## src/rtl/timing_control_gen.sv

```systemverilog
// MSF timing controller: counts carrier pulses (or a synthetic carrier in holdover)
// into seconds and minutes and emits per-second/per-minute BRAM write strobes.
module timing_control_gen #(
  parameter int unsigned CNT_W         = 17,
  parameter int unsigned SEC_W         = 6,
  parameter int unsigned SECS_PER_MIN  = 60,
  parameter int unsigned NUM_LANES     = 4,
  parameter int unsigned DIV_W         = 16,
  parameter int unsigned HOLDOVER_CLKS = 1024
) (
  input  logic                 clk,
  input  logic                 rst,
  input  logic                 msf_carrier_pulse,
  input  logic [CNT_W-1:0]     msf_frequency,
  input  logic [CNT_W-1:0]     low_time,
  input  logic [DIV_W-1:0]     holdover_div,
  input  logic                 minute_sync,
  output logic [CNT_W-1:0]     msf_carrier_counter,
  output logic                 one_sec_marker,
  output logic [SEC_W-1:0]     second_counter,
  output logic [NUM_LANES-1:0] write_second_bram,
  output logic [NUM_LANES-1:0] write_minute_bram,
  output logic                 low_window,
  output logic [1:0]           sync_state,
  output logic                 holdover_active
);

  localparam int unsigned WD_W = $clog2(HOLDOVER_CLKS + 1);
  localparam logic [WD_W-1:0] WD_LAST = WD_W'(HOLDOVER_CLKS - 1);
  localparam logic [SEC_W-1:0] SEC_LAST = SEC_W'(SECS_PER_MIN - 1);

  typedef enum logic [1:0] {
    ACQUIRE  = 2'd0,
    LOCKED   = 2'd1,
    HOLDOVER = 2'd2
  } state_t;

  state_t               state_q, state_d;
  logic [WD_W-1:0]      wd_q, wd_d;
  logic [DIV_W-1:0]     div_q, div_d;
  logic [CNT_W-1:0]     cnt_q, cnt_d;
  logic [SEC_W-1:0]     sec_q, sec_d;
  logic                 marker_q, marker_d;
  logic [NUM_LANES-1:0] wsb_q, wsb_d;
  logic [NUM_LANES-1:0] wmb_q, wmb_d;
  logic                 pend_q, pend_d;

  logic                 tick;
  logic                 pend_eff;
  logic [SEC_W-1:0]     sec_new;
  logic [SEC_W-1:0]     lane_sel;
  logic [CNT_W-1:0]     freq;
  logic [DIV_W-1:0]     div_max;
  logic                 div_term;

  // Zero-valued divisor/frequency inputs are treated as 1
  assign freq     = (msf_frequency == '0) ? CNT_W'(1) : msf_frequency;
  assign div_max  = (holdover_div == '0) ? DIV_W'(1) : holdover_div;
  assign div_term = (div_q == div_max - DIV_W'(1));

  always_ff @(posedge clk or posedge rst) begin
    if (rst) begin
      state_q  <= ACQUIRE;
      wd_q     <= '0;
      div_q    <= '0;
      cnt_q    <= '0;
      sec_q    <= '0;
      marker_q <= 1'b0;
      wsb_q    <= '0;
      wmb_q    <= '0;
      pend_q   <= 1'b0;
    end else begin
      state_q  <= state_d;
      wd_q     <= wd_d;
      div_q    <= div_d;
      cnt_q    <= cnt_d;
      sec_q    <= sec_d;
      marker_q <= marker_d;
      wsb_q    <= wsb_d;
      wmb_q    <= wmb_d;
      pend_q   <= pend_d;
    end
  end

  always_comb begin
    state_d  = state_q;
    wd_d     = wd_q;
    div_d    = div_q;
    cnt_d    = cnt_q;
    sec_d    = sec_q;
    marker_d = 1'b0;
    wsb_d    = '0;
    wmb_d    = '0;
    tick     = 1'b0;
    sec_new  = '0;
    lane_sel = '0;

    // Tick source selection and lock tracking
    case (state_q)
      ACQUIRE: begin
        if (msf_carrier_pulse) begin
          state_d = LOCKED;
          wd_d    = '0;
        end
      end
      LOCKED: begin
        tick = msf_carrier_pulse;
        if (msf_carrier_pulse) begin
          wd_d = '0;
        end else if (wd_q == WD_LAST) begin
          state_d = HOLDOVER;
          wd_d    = '0;
          div_d   = '0;
        end else begin
          wd_d = wd_q + WD_W'(1);
        end
      end
      HOLDOVER: begin
        tick = msf_carrier_pulse | div_term;
        if (msf_carrier_pulse) begin
          state_d = LOCKED;
          wd_d    = '0;
          div_d   = '0;
        end else if (div_term) begin
          div_d = '0;
        end else begin
          div_d = div_q + DIV_W'(1);
        end
      end
      default: state_d = ACQUIRE;
    endcase

    pend_eff = pend_q | (minute_sync && (state_q != ACQUIRE));
    pend_d   = pend_eff;

    // A counter at or beyond F-1 (e.g. after a frequency drop) closes the second
    if (tick) begin
      if (cnt_q >= freq - CNT_W'(1)) begin
        cnt_d    = '0;
        sec_new  = (pend_eff || (sec_q == SEC_LAST)) ? '0 : sec_q + SEC_W'(1);
        sec_d    = sec_new;
        marker_d = 1'b1;
        pend_d   = 1'b0;
        lane_sel = sec_new % SEC_W'(NUM_LANES);
        for (int i = 0; i < NUM_LANES; i++) begin
          wsb_d[i] = (lane_sel == SEC_W'(i));
        end
        wmb_d = (sec_new == '0) ? '1 : '0;
      end else begin
        cnt_d = cnt_q + CNT_W'(1);
      end
    end
  end

  assign msf_carrier_counter = cnt_q;
  assign one_sec_marker      = marker_q;
  assign second_counter      = sec_q;
  assign write_second_bram   = wsb_q;
  assign write_minute_bram   = wmb_q;
  assign low_window          = (cnt_q < low_time);
  assign sync_state          = state_q;
  assign holdover_active     = (state_q == HOLDOVER);

endmodule

```

## config.mk

```make
export PLATFORM = sky130hd
export DESIGN_NAME = timing_control_gen
export DESIGN_NICKNAME = d
export VERILOG_FILES = /design/src/rtl/timing_control_gen.sv
export SDC_FILE = /design/constraint.sdc
export NUM_CORES = 1
export LEC_CHECK = 0
export BUFFER_PORTS_ARGS = -buffer_cell sky130_fd_sc_hd__buf_2
export CORE_MARGIN = 4
export CORE_UTILIZATION = 45
export DETAILED_ROUTE_END_ITERATION = 10
export GPL_TIMING_DRIVEN = 0
export MAX_ROUTING_LAYER = met4
export PLACE_DENSITY = 0.67
export RECOVER_POWER = 100
export SETUP_SLACK_MARGIN = 0.1
export SLEW_MARGIN = 25
export SYNTH_ARGS = -nofsm -noshare
export SYNTH_HDL_FRONTEND = slang
export SYNTH_SLANG_ARGS = --single-unit
export TNS_END_PERCENT = 1
```

## constraint.sdc

```tcl
create_clock -name clk -period 3.1 [get_ports clk]
set_input_delay 0.62 -clock clk [delete_from_list [all_inputs] [get_ports clk]]
set_output_delay 0.62 -clock clk [all_outputs]
set_load 0.02 [all_outputs]
```

# ---- Word level (Yosys, flattened, before mapping)
# Index checks and enable logic that the tools add are counted.
dict set report totals {
  reg_bits 62
  output_inout_bits 36
  elab_cells 72
}
dict set report classes {
  order_cmp 2
  mux 27
  n_bitwise 2
  reduce_logical 15
  n_eq_ne 11
  addsub 6
}
# cell n
set ops {}
lappend ops {{16-bit two-way mux} 5}
lappend ops {{17-bit two-way mux} 2}
lappend ops {{11-bit two-way mux} 3}
lappend ops {{16-bit case mux with 2 select lines} 1}
lappend ops {{11-bit case mux with 2 select lines} 1}
lappend ops {{4-bit two-way mux} 5}
lappend ops {{17-bit by 1-bit adder with 17-bit output, second input constant} 1}
lappend ops {{17-bit >= comparator} 1}
lappend ops {{17-bit logical NOT} 1}
lappend ops {{17-bit < comparator} 1}
lappend ops {{17-bit by 1-bit subtractor with 17-bit output, second input constant} 1}
lappend ops {{16-bit by 1-bit adder with 16-bit output, second input constant} 1}
lappend ops {{16-bit equality test} 1}
lappend ops {{16-bit logical NOT} 1}
lappend ops {{16-bit by 1-bit subtractor with 16-bit output, second input constant} 1}
lappend ops {{6-bit logical NOT} 2}
lappend ops {{11-bit by 1-bit adder with 11-bit output, second input constant} 1}
lappend ops {{11-bit by 10-bit equality test with 1-bit output, second input constant} 1}
lappend ops {{6-bit by 1-bit adder with 6-bit output, second input constant} 1}
lappend ops {{2-bit equality test, second input constant} 3}
lappend ops {{6-bit equality test, second input constant} 1}
lappend ops {{2-bit two-way mux} 3}
lappend ops {{6-bit two-way mux} 1}
lappend ops {{3-bit AND reduction} 2}
lappend ops {{13 further kinds} 22}

# ---- Logic depth before layout (Yosys ltp)
dict set report logic_depth {
  word_depth 9
  mapped_depth 20
  depth_no_buf 19
}

# ---- Worst setup path before layout
# OpenSTA, ideal clock, no wires.
dict set report synth_timing {
  kind {input port to flip-flop}
  startpoint {input port msf_frequency[4]}
  endpoint {register cnt_q[10], in the netlist msf_carrier_counter[10]}
  setup_ns 0.134
  required_time_ns 2.966
  t_arrival_ns 4.553
  n_path_buf 2
  stages 18
  slack_ns -1.586
  path_cell_list {or4_1 -> nor4_1 -> nand2b_1 -> nor3_1 -> a31oi_1 -> ha_1 -> nand2_1 -> nor3_1 -> xnor2_1 -> ha_1 -> nand3_1 -> o21bai_1 -> a2111oi_0 -> nor3_1 -> clkbuf_1 -> clkbuf_1 -> a21oi_1 -> o22ai_1}
}
dict set report synth_between {
  elab_chain_len 5
}
# item line
set synth_rtl {}
lappend synth_rtl {{start, declared} 14} ;# input logic [CNT_W-1:0] msf_frequency,
lappend synth_rtl {{17-bit logical NOT} 57} ;# assign freq = (msf_frequency == '0) ? CNT_W'(1) : msf_frequency;
lappend synth_rtl {{17-bit two-way mux *} 57}
lappend synth_rtl {{17-bit by 1-bit subtractor with 17-bit output *} 138} ;# if (cnt_q >= freq - CNT_W'(1)) begin
lappend synth_rtl {{17-bit >= comparator *} 138}
lappend synth_rtl {{17-bit two-way mux *} 138}
lappend synth_rtl {{end signal, assigned} 76} ;# cnt_q <= cnt_d;
lappend synth_rtl {{end, declared} 41} ;# logic [CNT_W-1:0] cnt_q, cnt_d;
# Every way passes the cells marked *; elsewhere a longest branch is shown, timed or not.
# A chain may end at the register's enable or synchronous reset.

# ---- Worst setup path in the final report
dict set report layout_timing {
  startpoint {input port msf_frequency[7]}
  endpoint {register sec_q[5], in the netlist second_counter[5]}
}
dict set report layout_between {
  elab_chain_len 5
}
# item line
set layout_rtl {}
lappend layout_rtl {{17-bit logical NOT} 57}
lappend layout_rtl {{17-bit two-way mux *} 57}
lappend layout_rtl {{17-bit by 1-bit subtractor with 17-bit output *} 138}
lappend layout_rtl {{17-bit >= comparator *} 138}
lappend layout_rtl {{2-bit AND reduction (no source line) *} --}
lappend layout_rtl {{end signal, assigned} 67} ;# sec_q <= '0;
lappend layout_rtl {{end signal, assigned} 77} ;# sec_q <= sec_d;
lappend layout_rtl {{end, declared} 42} ;# logic [SEC_W-1:0] sec_q, sec_d;
# Marked as above.

==> impl_metrics.xml <==
<?xml version="1.0" encoding="UTF-8"?>
<metrics>
  <group name="outcome">
    <metric name="outcome" unit="">finished with violations</metric>
    <metric name="failed_checks" unit="">setup timing</metric>
  </group>
  <group name="synthesis">
    <metric name="syn-cell-area" unit="sq um">4820</metric>
    <metric name="synth-main-ff-cell" unit="">dfrtp_1</metric>
    <metric name="synth_edf_count" unit="">0</metric>
    <metric name="async_reset_ff_share" unit="%">100</metric>
    <metric name="flop_and_latch_count_out_of_synthesis" unit="">59</metric>
    <metric name="post_synth_num_cell_types" unit="">64</metric>
    <metric name="postSynthCellCount" unit="">575</metric>
    <metric name="synth_area_per_cell" unit="sq um">8.39</metric>
    <metric name="post-synth-top-count-cell" unit="">dfrtp_1</metric>
    <metric name="synth_largest_type_area_fraction" unit="%">30.6</metric>
    <metric name="synth-warning-count" unit="">0</metric>
    <metric name="synth_top_area_cell" unit="">dfrtp_1</metric>
    <metric name="synth_fp_nets" unit="">671</metric>
    <metric name="synth.top_cells.by_area" unit="">dfrtp_1, ha_1, a21oi_1, xnor2_1, inv_1</metric>
    <metric name="synth_commonest_cells" unit="">dfrtp_1, a21oi_1, inv_1, ha_1, nor2_1</metric>
    <metric name="ys_seq_area_share" unit="%">30.6</metric>
  </group>
  <group name="sta">
    <metric name="relSlewSlack" unit="%">22.1</metric>
    <metric name="worst-slew-pin-transition" unit="ns">1.17</metric>
    <metric name="fin_ws" unit="ns">-1.07</metric>
    <metric name="achievable-frequency" unit="MHz">240</metric>
    <metric name="fin_setup_tns" unit="ns">-33.67</metric>
    <metric name="post-route-min-period" unit="ns">4.17</metric>
    <metric name="report.final.hold_viol_count" unit="">0</metric>
    <metric name="layout_worst_path_cycle_share" unit="%">135</metric>
    <metric name="report.final.slew_viol_count" unit="">0</metric>
    <metric name="timing.final.setup_violations" unit="">47</metric>
    <metric name="setup_repair_after_global_routing_missed_its_margin" unit="">yes</metric>
    <metric name="finClkSkew" unit="ns">0.00896</metric>
  </group>
  <group name="grt">
    <metric name="first_global_vias" unit="">4622</metric>
    <metric name="initial_antenna_violation_count" unit="">0</metric>
    <metric name="grt_overflow" unit="">0</metric>
    <metric name="largest_net_degree_at_the_start_of_global_routing" unit="">47</metric>
    <metric name="grt.total_usage" unit="%">21.0</metric>
    <metric name="grt_pass1_wl" unit="mm">21.5</metric>
  </group>
  <group name="floorplanning">
    <metric name="die_x" unit="um">112</metric>
    <metric name="fp-row-count" unit="">37</metric>
    <metric name="die_height" unit="um">112</metric>
    <metric name="fp.dieArea" unit="sq um">12400</metric>
    <metric name="design.portCount" unit="">90</metric>
    <metric name="floorplan.initialDensity" unit="%">46.5</metric>
    <metric name="core" unit="sq um">10400</metric>
  </group>
  <group name="layout">
    <metric name="syn2layout_area_growth" unit="%">23.6</metric>
    <metric name="nets" unit="">784</metric>
    <metric name="final_instance_area" unit="sq um">5960</metric>
    <metric name="filler_cell_count" unit="">967</metric>
    <metric name="fraction_of_layout_instances_using_a_drive_strength_above_1" unit="%">19.8</metric>
    <metric name="antenna-diode-count" unit="">0</metric>
    <metric name="finish.utilization" unit="%">57.5</metric>
  </group>
  <group name="worst_setup_path">
    <metric name="timing_worst_setup_path_type" unit="">in2reg</metric>
    <metric name="critical_path_required" unit="ns">3.33</metric>
    <metric name="worst_path_max_delay_cell" unit="">or4_4</metric>
    <metric name="critical_path_peak_fanout" unit="">10</metric>
    <metric name="worstPathCellList" unit="">buf_6 -&gt; or4_4 -&gt; nor4_4 -&gt; nand2b_1 -&gt; nor3_4 -&gt; a31oi_2 -&gt; ha_2 -&gt; nand2_4 -&gt; nor4_2 -&gt; xnor2_1 -&gt; ha_1 -&gt; nand4_1 -&gt; buf_4 -&gt; nor2_1 -&gt; nor2_1 -&gt; a21oi_2 -&gt; nor3_2 -&gt; or2_1 -&gt; buf_6 -&gt; o41ai_2</metric>
    <metric name="cp_num_buf_inv" unit="">3</metric>
    <metric name="worstPathArrival" unit="ns">4.41</metric>
    <metric name="cp_endpoint_kind" unit="">flip-flop</metric>
    <metric name="critical_path.top_delay_family" unit="">simple AND/OR/NAND/NOR gates</metric>
    <metric name="cp_slowest_stage_delay" unit="ns">0.54</metric>
    <metric name="crit_path_start_kind" unit="">primary input</metric>
  </group>
  <group name="clocking">
    <metric name="clk_pin_slew_worst_paths" unit="ns">0.07</metric>
    <metric name="clockRootBuffer" unit="">clkbuf_8</metric>
    <metric name="clock_tree_from_tritoncts" unit="">yes</metric>
    <metric name="clk_path_buf_depth" unit="">2</metric>
    <metric name="tritoncts.num_buffers" unit="">9</metric>
    <metric name="htreeDepth" unit="">3</metric>
    <metric name="cts-hold-fix-buffers" unit="">0</metric>
    <metric name="clk-insertion-delay-late" unit="ns">0.34</metric>
    <metric name="clock_sinks" unit="">59</metric>
  </group>
  <group name="detailed_routing">
    <metric name="drt_drc_violations_left" unit="">0</metric>
    <metric name="drt_first_iter_violations" unit="">305</metric>
    <metric name="routed_via_density" unit="">5.79</metric>
    <metric name="final_antenna_net_count" unit="">0</metric>
    <metric name="drt_pass1_iterations" unit="">5</metric>
    <metric name="drt-total-wl" unit="mm">12.7</metric>
    <metric name="routed-via-count" unit="">4798</metric>
    <metric name="wire_per_inst" unit="um">15.3</metric>
  </group>
  <group name="worst_hold_path">
    <metric name="hold_wc_path_type" unit="">in2async</metric>
  </group>
  <group name="power">
    <metric name="pwr_density" unit="nW/um^2">497</metric>
    <metric name="power.ir.vdd_worst" unit="mV">0.276</metric>
    <metric name="total_power" unit="mW">2.96</metric>
    <metric name="p_leak" unit="nW">2.64</metric>
  </group>
  <group name="run">
    <metric name="maxCapViolCount" unit="">0</metric>
  </group>
  <group name="place">
    <metric name="setup_slack_placement" unit="ns">-1.95</metric>
    <metric name="io_buffer_count" unit="">88</metric>
    <metric name="placed_area" unit="sq um">5530</metric>
    <metric name="routability_driven_placement_congestion_ratio" unit="">0.864</metric>
    <metric name="post-dp-hpwl" unit="mm">9.42</metric>
  </group>
</metrics>
timing repair:
action	CTS	global route
gates cloned	1	0
pin swaps	29	15
resized for setup	48	8
setup buffers	11	1
endpoints found under the setup margin	47	47
sequential cells by signal (all words and copies together), names as in the netlist:
signal               cells
div_q                   16
msf_carrier_counter     17
one_sec_marker           1
pend_q                   1
second_counter           6
sync_state               2
wd_q                    11
write_minute_bram        1
write_second_bram        4
cells in the final DEF (no fill, tap or decap), drive strengths merged, types with 13 or more instances in the layout:
master	instances
a21oi	44
nor4	15
nor3	20
a21o	15
dfrtp	59
inv	42
nand2b	16
xnor2	21
nor2	35
ha	42
a31oi	13
buf	73
o21ai	31
clkbuf	63
nand3	28
nand2	34
where the power goes:
group / leakage, nW / switching, mW / total, mW / internal [mW]
logic: 1.75 / 0.759 / 1.24 / 0.486
clock network: 0.0953 / 0.291 / 0.640 / 0.349
registers: 0.789 / 0.199 / 1.08 / 0.880
total: 2.64 / 1.25 / 2.96 / 1.71
routing by layer:
layer | up-vias | part of all wire [%] | GRT usage, %
li1 | 2361 | - | -
met1 | 2296 | 46 | 26.4
met2 | 131 | 49 | 35.2
met3 | 10 | 4.8 | 3.70
met4 | 0 | 0.88 | 5.27
met5 | - | 0 | -
layout make-up:
cell class | instances | area [sq um] | area share, %
multi-input combinational | 452 | 3310 | 55.4
tap | 136 | 170 | 2.85
sequential | 59 | 1480 | 24.8
inverter | 43 | 163 | 2.73
buffer | 21 | 146 | 2.46
clock inverter | 2 | 10.0 | 0.168
timing repair buffer | 102 | 522 | 8.75
clock buffer | 13 | 169 | 2.83
cells by family (layout without fill, tap and decap cells):
| kind of cell | Yosys count | count (layout) | synth area share, % |
|---|---|---|---|
| mux | 7 | 7 | 1.53 |
| compound gates | 161 | 161 | 21.8 |
| fa+ha+maj | 42 | 42 | 10.9 |
| simple gates | 210 | 210 | 24.0 |
| flops | 59 | 59 | 30.6 |
| xor+xnor | 32 | 32 | 5.81 |
| buf+inv | 64 | 181 | 5.37 |
path summary, 6_finish.rpt:
check / slack [ns] / from / cells past startpoint / endpoint
min in group clk: 0.49 / wd_q[10] / 1 / wd_q[10]
max reg2reg: 0.10 / div_q[11] / 9 / second_counter[5]
max: -1.07 / msf_frequency[7] / 20 / second_counter[5]
max in group asynchronous: 1.29 / rst / 3 / wd_q[2]
min: 0.31 / rst / 2 / msf_carrier_counter[11]
min reg2reg: 0.49 / wd_q[10] / 1 / wd_q[10]
metrics by stage:
stage,instances,hold WS (ns)
2_1_floorplan,575,0.447
3_3_place_gp,799,0.466
3_5_place_dp,800,0.472
4_1_cts,827,0.184
5_1_grt,828,0.355
6_report,828,0.313
No activity file was read; power rests on OpenSTA's default activity.
